$ cat src/rtl/leta_pkg.sv
// Shared screen geometry, FSM state and channel enums for the LETA cursor tracker.
package leta_pkg;

    localparam int SCREEN_W   = 640;
    localparam int SCREEN_H   = 480;
    localparam int CENTER_COL = 320;
    localparam int CENTER_ROW = 240;

    // Width of the signed accumulate/clamp arithmetic; holds pos + d*GAIN without overflow.
    localparam int ACC_W = 12;

    typedef enum logic [1:0] {
        ADDR,
        SETTLE,
        SAMPLE,
        ACCUM
    } state_e;

    typedef enum logic [1:0] {
        CH_P0_COL,
        CH_P0_ROW,
        CH_P1_COL,
        CH_P1_ROW
    } chan_e;

endpackage

$ cat src/rtl/leta_cursor_tracker_if.sv
// LETA counter-chip bus: the tracker drives the channel address and reads the data bus.
interface leta_cursor_tracker_if;

    logic [1:0] leta_ad;
    logic [7:0] leta_db;

    modport master (output leta_ad, input leta_db);
    modport slave  (input leta_ad, output leta_db);

endinterface

$ cat src/rtl/leta_axis_accum.sv
// One LETA axis: turns wrapping 8-bit counter samples into a saturating screen
// position in [0, LIMIT-1]. The first sample after reset only primes prev.
module leta_axis_accum
    import leta_pkg::*;
#(
    parameter int LIMIT  = SCREEN_W,
    parameter int CENTER = CENTER_COL,
    parameter int GAIN   = 2,
    parameter int W      = 10
) (
    input  logic         GCLK,
    input  logic         reset,
    input  logic         sample_i,
    input  logic [7:0]   db_i,
    input  logic         invert_i,
    output logic [W-1:0] pos_o
);

    logic [7:0]              prev_q, prev_d;
    logic                    primed_q, primed_d;
    logic [W-1:0]            pos_q, pos_d;
    logic signed [7:0]       delta8;
    logic signed [ACC_W-1:0] delta;
    logic signed [ACC_W-1:0] step;
    logic signed [ACC_W-1:0] next;

    // Modulo-256 difference read as signed gives the true motion across counter wraps.
    always_comb begin
        delta8   = signed'(db_i - prev_q);
        delta    = primed_q ? ACC_W'(delta8) : '0;
        if (invert_i) begin
            delta = -delta;
        end
        step     = delta * ACC_W'(GAIN);
        next     = signed'(ACC_W'(pos_q)) + step;
        pos_d    = pos_q;
        prev_d   = prev_q;
        primed_d = primed_q;
        if (sample_i) begin
            prev_d   = db_i;
            primed_d = 1'b1;
            if (next[ACC_W-1]) begin
                pos_d = '0;
            end else if (next > ACC_W'(LIMIT - 1)) begin
                pos_d = W'(LIMIT - 1);
            end else begin
                pos_d = next[W-1:0];
            end
        end
    end

    always_ff @(posedge GCLK or posedge reset) begin
        if (reset) begin
            prev_q   <= '0;
            primed_q <= 1'b0;
            pos_q    <= W'(CENTER);
        end else begin
            prev_q   <= prev_d;
            primed_q <= primed_d;
            pos_q    <= pos_d;
        end
    end

    assign pos_o = pos_q;

endmodule

$ cat src/rtl/leta_cursor_tracker.sv
// Sweeps the four LETA channels round-robin and republishes both cursor positions
// on each synchronized vsync rising edge. Optional macro: LETA_INVERT_ROW_EN.
module leta_cursor_tracker
    import leta_pkg::*;
#(
    parameter int SETTLE_CYCLES = 128,
    parameter int GAIN          = 2
) (
    input  logic                  GCLK,
    input  logic                  reset,
    leta_cursor_tracker_if.master leta,
    input  logic                  vsync,
    output logic [9:0]            p0_col,
    output logic [8:0]            p0_row,
    output logic [9:0]            p1_col,
    output logic [8:0]            p1_row,
    output logic                  frame_strobe
);

    localparam int CNT_W = $clog2(SETTLE_CYCLES + 1);

`ifdef LETA_INVERT_ROW_EN
    localparam logic INVERT_ROWS = 1'b1;
`else
    localparam logic INVERT_ROWS = 1'b0;
`endif

    state_e           state_q;
    chan_e            ch_q;
    logic [CNT_W-1:0] settleCnt_q;
    logic [1:0]       ad_q;
    logic [7:0]       db_q;
    logic [3:0]       accum;

    logic [9:0]       p0ColPos, p1ColPos;
    logic [8:0]       p0RowPos, p1RowPos;
    logic [9:0]       p0Col_q, p1Col_q;
    logic [8:0]       p0Row_q, p1Row_q;
    logic [2:0]       vsyncSync_q;
    logic             vsyncRise;
    logic             frameStrobe_q;

    // The address only changes on leaving ADDR, so leta_db is sampled SETTLE_CYCLES+1 cycles later.
    always_ff @(posedge GCLK or posedge reset) begin
        if (reset) begin
            state_q     <= ADDR;
            ch_q        <= CH_P0_COL;
            settleCnt_q <= '0;
            ad_q        <= '0;
            db_q        <= '0;
        end else begin
            unique case (state_q)
                ADDR: begin
                    ad_q        <= ch_q;
                    settleCnt_q <= '0;
                    state_q     <= SETTLE;
                end
                SETTLE: begin
                    if (settleCnt_q == CNT_W'(SETTLE_CYCLES - 1)) begin
                        state_q <= SAMPLE;
                    end else begin
                        settleCnt_q <= settleCnt_q + CNT_W'(1);
                    end
                end
                SAMPLE: begin
                    db_q    <= leta.leta_db;
                    state_q <= ACCUM;
                end
                ACCUM: begin
                    ch_q    <= chan_e'(ch_q + 2'd1);
                    state_q <= ADDR;
                end
            endcase
        end
    end

    always_comb begin
        accum = '0;
        if (state_q == ACCUM) begin
            accum[ch_q] = 1'b1;
        end
    end

    assign leta.leta_ad = ad_q;

    leta_axis_accum #(.LIMIT(SCREEN_W), .CENTER(CENTER_COL), .GAIN(GAIN), .W(10)) uP0Col (
        .GCLK(GCLK), .reset(reset), .sample_i(accum[0]), .db_i(db_q),
        .invert_i(1'b0), .pos_o(p0ColPos));

    leta_axis_accum #(.LIMIT(SCREEN_H), .CENTER(CENTER_ROW), .GAIN(GAIN), .W(9)) uP0Row (
        .GCLK(GCLK), .reset(reset), .sample_i(accum[1]), .db_i(db_q),
        .invert_i(INVERT_ROWS), .pos_o(p0RowPos));

    leta_axis_accum #(.LIMIT(SCREEN_W), .CENTER(CENTER_COL), .GAIN(GAIN), .W(10)) uP1Col (
        .GCLK(GCLK), .reset(reset), .sample_i(accum[2]), .db_i(db_q),
        .invert_i(1'b0), .pos_o(p1ColPos));

    leta_axis_accum #(.LIMIT(SCREEN_H), .CENTER(CENTER_ROW), .GAIN(GAIN), .W(9)) uP1Row (
        .GCLK(GCLK), .reset(reset), .sample_i(accum[3]), .db_i(db_q),
        .invert_i(INVERT_ROWS), .pos_o(p1RowPos));

    assign vsyncRise = vsyncSync_q[1] & ~vsyncSync_q[2];

    // Publishing samples the working positions with <=, so a coincident ACCUM lands next frame.
    always_ff @(posedge GCLK or posedge reset) begin
        if (reset) begin
            vsyncSync_q   <= '0;
            frameStrobe_q <= 1'b0;
            p0Col_q       <= 10'(CENTER_COL);
            p0Row_q       <= 9'(CENTER_ROW);
            p1Col_q       <= 10'(CENTER_COL);
            p1Row_q       <= 9'(CENTER_ROW);
        end else begin
            vsyncSync_q   <= {vsyncSync_q[1:0], vsync};
            frameStrobe_q <= vsyncRise;
            if (vsyncRise) begin
                p0Col_q <= p0ColPos;
                p0Row_q <= p0RowPos;
                p1Col_q <= p1ColPos;
                p1Row_q <= p1RowPos;
            end
        end
    end

    assign p0_col       = p0Col_q;
    assign p0_row       = p0Row_q;
    assign p1_col       = p1Col_q;
    assign p1_row       = p1Row_q;
    assign frame_strobe = frameStrobe_q;

endmodule

$ cat src/flat_wrapper.sv
// flat-port wrapper written by rule: the top's interface ports become plain ports
module leta_cursor_tracker_flat import leta_pkg::*;
#(
    parameter int SETTLE_CYCLES = 128,
    parameter int GAIN          = 2
)
  (GCLK, reset, vsync, p0_col, p0_row, p1_col, p1_row, frame_strobe, leta_leta_ad, leta_leta_db);
  leta_cursor_tracker_if leta_i ();
  input  logic GCLK;
  input  logic reset;
  input  logic vsync;
  output logic [9:0] p0_col;
  output logic [8:0] p0_row;
  output logic [9:0] p1_col;
  output logic [8:0] p1_row;
  output logic frame_strobe;
  output wire logic [$bits(leta_i.leta_ad)-1:0] leta_leta_ad;
  input wire logic [$bits(leta_i.leta_db)-1:0] leta_leta_db;
  assign leta_leta_ad = leta_i.leta_ad;
  assign leta_i.leta_db = leta_leta_db;
  leta_cursor_tracker #(.SETTLE_CYCLES(SETTLE_CYCLES), .GAIN(GAIN)) u_core (.GCLK(GCLK), .reset(reset), .leta(leta_i), .vsync(vsync), .p0_col(p0_col), .p0_row(p0_row), .p1_col(p1_col), .p1_row(p1_row), .frame_strobe(frame_strobe));
endmodule
$ cat config.mk
export PLATFORM = sky130hd
export DESIGN_NAME = leta_cursor_tracker_flat
export DESIGN_NICKNAME = d
export VERILOG_FILES = /design/src/rtl/leta_pkg.sv /design/src/rtl/leta_cursor_tracker_if.sv /design/src/rtl/leta_axis_accum.sv /design/src/rtl/leta_cursor_tracker.sv /design/src/flat_wrapper.sv
export SDC_FILE = /design/constraint.sdc
export NUM_CORES = 1
export LEC_CHECK = 0
export CORE_MARGIN = 2
export CORE_UTILIZATION = 61
export CTS_BUF_LIST = sky130_fd_sc_hd__clkbuf_16
export CTS_CLUSTER_SIZE = 12
export DETAILED_ROUTE_END_ITERATION = 16
export HOLD_SLACK_MARGIN = 0.1
export PLACE_DENSITY = 0.82
export RECOVER_POWER = 100
export SLEW_MARGIN = 5
export SYNTH_ARGS = -nofsm -noshare
export SYNTH_HDL_FRONTEND = slang
export SYNTH_SLANG_ARGS = --single-unit
$ cat constraint.sdc
create_clock -name GCLK -period 10.4 [get_ports GCLK]
set_clock_uncertainty 0.2 [all_clocks]
set_input_delay 2.6 -clock GCLK [delete_from_list [all_inputs] [get_ports GCLK]]
set_output_delay 2.6 -clock GCLK [all_outputs]
set_load 0.05 [all_outputs]
# After elaboration in Yosys (flattened, before gate mapping)
# Index checks and enable logic that the tools add are counted.
# word_totals
n_memories	0
romBits	0
elab_cells	70
latch_bits	0
ramBits	0
regBits	138
# op_classes
addsub	10
bitwise_logic	2
n_eq_ne	6
div	0
shifts	0
order_cmp	6
reduce_logical	4
n_mul	0
mux	19
# ops
op	count
2-to-1 mux 11 bit	4
2-to-1 mux 10 bit	4
2-to-1 mux 9 bit	4
subtractor 8 bit	4
adder 10 x 12 -> 12 bit	2
adder 11 x 12 -> 12 bit	2
> comparator 12 x 10 -> 1 bit (second input constant)	2
> comparator 12 x 11 -> 1 bit (second input constant)	2
one-hot mux 8 bit (2 select lines)	1
adder 8 x 1 -> 8 bit (second input constant)	1
== test 8 x 7 -> 1 bit (second input constant)	1
2-to-1 mux 8 bit	1
one-hot mux 2 bit (4 select lines)	1
== test 2 bit (second input constant)	2
2-to-1 mux 4 bit	1
< comparator 2 x 3 -> 1 bit (second input constant)	1
adder 2 x 1 -> 2 bit (second input constant)	1
demux 1 bit (select 2 bit)	1
== test 2 x 1 -> 1 bit (second input constant)	1
greater-or-equal comparator 2 x 1 -> 1 bit (second input constant)	1
zero test 2 bit	1
2-to-1 mux 2 bit	1
!= test 2 x 1 -> 1 bit (second input constant)	1
!= test 2 bit (second input constant)	1
6 further kinds	6

# Longest topological paths before layout
# logic_depth
word_depth	6
depth_mapped	20
depth_no_buf	20

# Cells and area by module
# From an unflattened synthesis, not the netlist that was laid out.
# unflattened
hier_cells	1035
hier_area_um2	9972.1
# modules_own_cells
mod	seq_area_each_um2	n_inst	area_per_inst_um2	cells_per_inst
leta_cursor_tracker	1616.6	1	2631.3	174
leta_axis_accum (u_core.uP1Col)	478.0	1	1909.3	219
leta_axis_accum (u_core.uP0Col)	478.0	1	1869.3	226
leta_axis_accum (u_core.uP1Row)	455.4	1	1813.0	210
leta_axis_accum (u_core.uP0Row)	455.4	1	1749.2	206

# Least setup slack after synthesis
# OpenSTA, ideal clock, no wires.
# synth_timing
path_type	register to register
startpoint	register u_core.db_q[0]
endpoint	register u_core.uP1Col.pos_q[3], in the netlist u_core.uP1Col.pos_o[3]
synth_period_minus_slack_ns	3.951
setup_time_ns	0.126
stages_incl_launch_ff	21
slack_ns	6.449
arrival_ns	3.625
required_ns	10.074
cell_sequence	dfrtp_1 inv_1 ha_1 inv_1 fa_1 a21o_1 a21o_1 a21o_1 a21oi_1 xnor2_1 and2_1 ha_1 o21a_1 nor2_1 a2bb2oi_1 nand2_1 o21ai_0 a31oi_1 nand2_1 nor3_4 a221o_1
# synth_via
elab_chain_len	6
# synth_rtl
element	line_no	text
start, declared	leta_cursor_tracker.sv:32	logic [7:0] db_q;
start signal, assigned	leta_cursor_tracker.sv:66	db_q <= leta.leta_db;
subtractor 8 bit *	leta_axis_accum.sv:29	delta8 = signed'(db_i - prev_q);
2-to-1 mux 11 bit *	leta_axis_accum.sv:30	delta = primed_q ? ACC_W'(delta8) : '0;
adder 11 x 12 -> 12 bit *	leta_axis_accum.sv:35	next = signed'(ACC_W'(pos_q)) + step;
> comparator 12 x 11 -> 1 bit	leta_axis_accum.sv:44	end else if (next > ACC_W'(LIMIT - 1)) begin
2-to-1 mux 10 bit	leta_axis_accum.sv:44	
2-to-1 mux 10 bit *	leta_axis_accum.sv:42	if (next[ACC_W-1]) begin
end signal, assigned	leta_axis_accum.sv:56	pos_q <= W'(CENTER);
end signal, assigned	leta_axis_accum.sv:60	pos_q <= pos_d;
end, declared	leta_axis_accum.sv:21	logic [W-1:0] pos_q, pos_d;
# Every way passes the cells marked *; elsewhere a longest branch is shown, timed or not.
# A chain may end at the register's enable or synchronous reset.

==> impl_metrics.tcl <==
set metrics [dict create \
    grt_overflow 0 \
    p_seq_frac 0.507 \
    rsz0062_at_grt "no" \
    die_w_um 121 \
    synthTopCellsByArea "dfrtp_1, ha_1, dfstp_2, mux2_2, o21ai_0" \
    ctsResizeCount 0 \
    yosys.area.top_type "dfrtp_1" \
    post-route-util 0.709 \
    clkSinkCount 138 \
    fin_crit_ps 5350 \
    grt_pass1_wl_mm 30.1 \
    grt_usage 0.257 \
    synth_warnings 0 \
    async_flop_share 1.00 \
    fin_setup_tns_ps 0 \
    ys.flop_type "dfrtp_1" \
    ctsHoldBuffers 0 \
    drc 0 \
    crit_type "primary input to asynchronous set/reset pin" \
    syn_avg_cell_area_um2 10.1 \
    tightest_slew_ps 2400 \
    timing.rr.end "u_core.uP0Col.pos_o[3]" \
    antenna_found_initial 0 \
    vias 6272 \
    swShare 0.214 \
    cts-htree-levels 4 \
    maxSlewViolCount 106 \
    end_kind "asynchronous set/reset pin" \
    clk_pin_slew_worst_paths_ps 50 \
    power.internal_mw 0.836 \
    fin_crit_sh 0.514 \
    rrSetupSlack_ps 5480 \
    hold_class "register to register" \
    syn_inst 825 \
    std_cell_rows 42 \
    pre_cts_slack_ps 5690 \
    start_util 0.629 \
    crit_required_ps 10600 \
    syn_to_final_growth_pct 12.8 \
    hold_path_depth 0 \
    violations "capacitance limit, slew limit" \
    power.total_mw 1.06 \
    hold_violations 0 \
    rr_worst_depth 19 \
    yosysUniqueCellTypes 71 \
    insertion_delay_ps 420 \
    status "finished with violations" \
    combPwrFrac 0.019 \
    synth_nets 915 \
    core_um2 13300 \
    n_fill_cell 971 \
    post-dp-hpwl_mm 12.2 \
    finalNetCount 963 \
    avgRoutedWirePerCell_um 16.2 \
    clock_path_buffers 2 \
    grt_max_degree 83 \
    routed_wl_mm 17.2 \
    netlist.area_leader.share 0.341 \
    yosysSeqAreaShare 0.417 \
    io_buffers 51 \
    p_clk_frac 0.474 \
    crit-reg2reg-launch "u_core.db_q[0]" \
    synth_edf_count 0 \
    yosys-top-cells-count "dfrtp_1, o21ai_0, nand2_1, ha_1, inv_1" \
    dieHeight_um 121 \
    arrival_ps 5550 \
    peakVddDrop_mv 0.0917 \
    grt_pass1_vias 6618 \
    layoutNonFillerInstCount 1062 \
    max_cap_violations 2 \
    synth_most_common_cell "dfrtp_1" \
    dr.pass1.iters 5 \
    drt-initial-drc-count 345 \
    synth_area_um2 8360 \
    dieArea_um2 14700 \
    setup_viol 0 \
    p_per_area_nw_per_um2 113 \
    dp_cells 1030 \
    ant_nets 0 \
    path_max_fanout 82 \
    n_antenna_cell 0 \
    cts_setup_buffers 0 \
    cts_root_buf "clkbuf_16" \
    via_per_inst 5.91 \
    setup_slack_ps 5050 \
    whs_endpoint "u_core.vsyncSync_q[1]" \
    gp_congestion 0.850 \
    hp-start "u_core.vsyncSync_q[0]" \
    p_sw_mw 0.227 \
    p_leak_nw 4.51 \
    critPathLaunchType "primary input" \
    relSlewSlack -0.612 \
    numCtsBuffers 17 \
    ios 52 \
    cts_tree "done" \
    drive_gt1_frac 0.130 \
    ys_seq_elements 138 \
    max_freq_mhz 187 \
]
[power groups by stage]
stage	Sequential (mW)	Combinational, mW	Clock, mW
CTS	0.539	0.0217	0.512
detailed placement	0.548	0.0217	0
global placement	0.548	0.0211	0
global route	0.539	0.0231	0.541
floorplan	0.549	0.0122	0
finish	0.539	0.0198	0.504
[routing by layer]
metal  share of wire  global-route usage  vias to the layer above
met3           0.036              0.0597                       42
met2            0.52               0.457                      130
met1            0.42               0.301                     3086
li1                -                   -                     3014
met5               0                   0                        -
met4           0.021              0.0945                        0
[state kept, by name, summed over array words and instances (netlist names), 9 cells and up]
| name | flops |
|---|---|
| u_core.uP1Row.pos_o | 9 |
| u_core.uP1Col.pos_o | 10 |
| u_core.p0_row | 9 |
| u_core.p0_col | 10 |
| u_core.uP0Row.pos_o | 9 |
| u_core.uP0Col.pos_o | 10 |
| u_core.p1_row | 9 |
| u_core.p1_col | 10 |
[cell usage in the layout (no fill, tap or decap), drive strengths merged, types with 3 or more instances in the layout]
| cell type | instances |
|---|---|
| o21ai | 80 |
| a21oi | 33 |
| xor2 | 17 |
| or3 | 8 |
| o221a | 4 |
| nand2 | 74 |
| nor2b | 24 |
| nand4 | 4 |
| a32oi | 3 |
| nor4 | 5 |
| a21o | 16 |
| nor3 | 11 |
| a311oi | 4 |
| xnor2 | 20 |
| clkinv | 6 |
| a221o | 8 |
| o21a | 12 |
| a31oi | 4 |
| o21bai | 3 |
| o31a | 3 |
| nand3 | 8 |
| dfrtp | 114 |
| fa | 8 |
| and2 | 19 |
| or2 | 4 |
| ha | 71 |
| nand2b | 21 |
| a211oi | 10 |
| inv | 61 |
| a211o | 5 |
| mux2 | 52 |
| dlygate4sd3 | 51 |
| dfstp | 24 |
| clkbuf | 17 |
| and3 | 4 |
| nor3b | 3 |
| nor2 | 45 |
[metrics by stage]
stage	hold slack, ps	instance area, um2
final	159	9430
after global routing	167	9430
after CTS	167	9470
after detailed placement	155	8980
after global placement	134	8980
after floorplan	131	8360
[layout make-up]
class                   instances  area (um2)  share of cell area
repair buffers                 52         518              0.0549
clock buffers                  17         425              0.0451
flip-flops and latches        138        3480               0.369
multi-input cells             611        4520               0.479
well taps                     176         220              0.0234
clock inverters                15        61.3             0.00650
inverters                      53         200              0.0212
[logic make-up (layout without fill, tap and decap cells)]
| logic type | Yosys count | count (layout) | share of synthesized area |
|---|---|---|---|
| multiplexers | 54 | 54 | 0.0725 |
| buffers and inverters | 76 | 137 | 0.0388 |
| adder cells (fa/ha/maj) | 79 | 79 | 0.125 |
| flip-flops | 138 | 138 | 0.417 |
| XOR/XNOR | 37 | 37 | 0.0388 |
| AO/OA/AOI/OAI | 206 | 206 | 0.165 |
| AND/OR/NAND/NOR | 235 | 235 | 0.143 |
[how the worst max path moves through the flow]
stage | from | end | slack (ps) | depth (start not counted)
2_1_floorplan | reset | u_core.ch_q[0] | 3940 | 1
3_3_place_gp | reset | u_core.p1_col[7] | 5730 | 3
3_5_place_dp | reset | u_core.uP1Col.pos_o[7] | 5690 | 3
4_1_cts | u_core.p1_col[8] | p1_col[8] | 5830 | 1
5_1_grt | reset | u_core.uP0Col.primed_q | 4460 | 3
6_report | reset | u_core.uP1Col.pos_o[7] | 5050 | 3
[worst max-delay path: stages]
cell,delay [ps]
dlygate4sd3_1,550
clkinvlp_2,1370
buf_4,970
(Power assumes the default switching activity.)
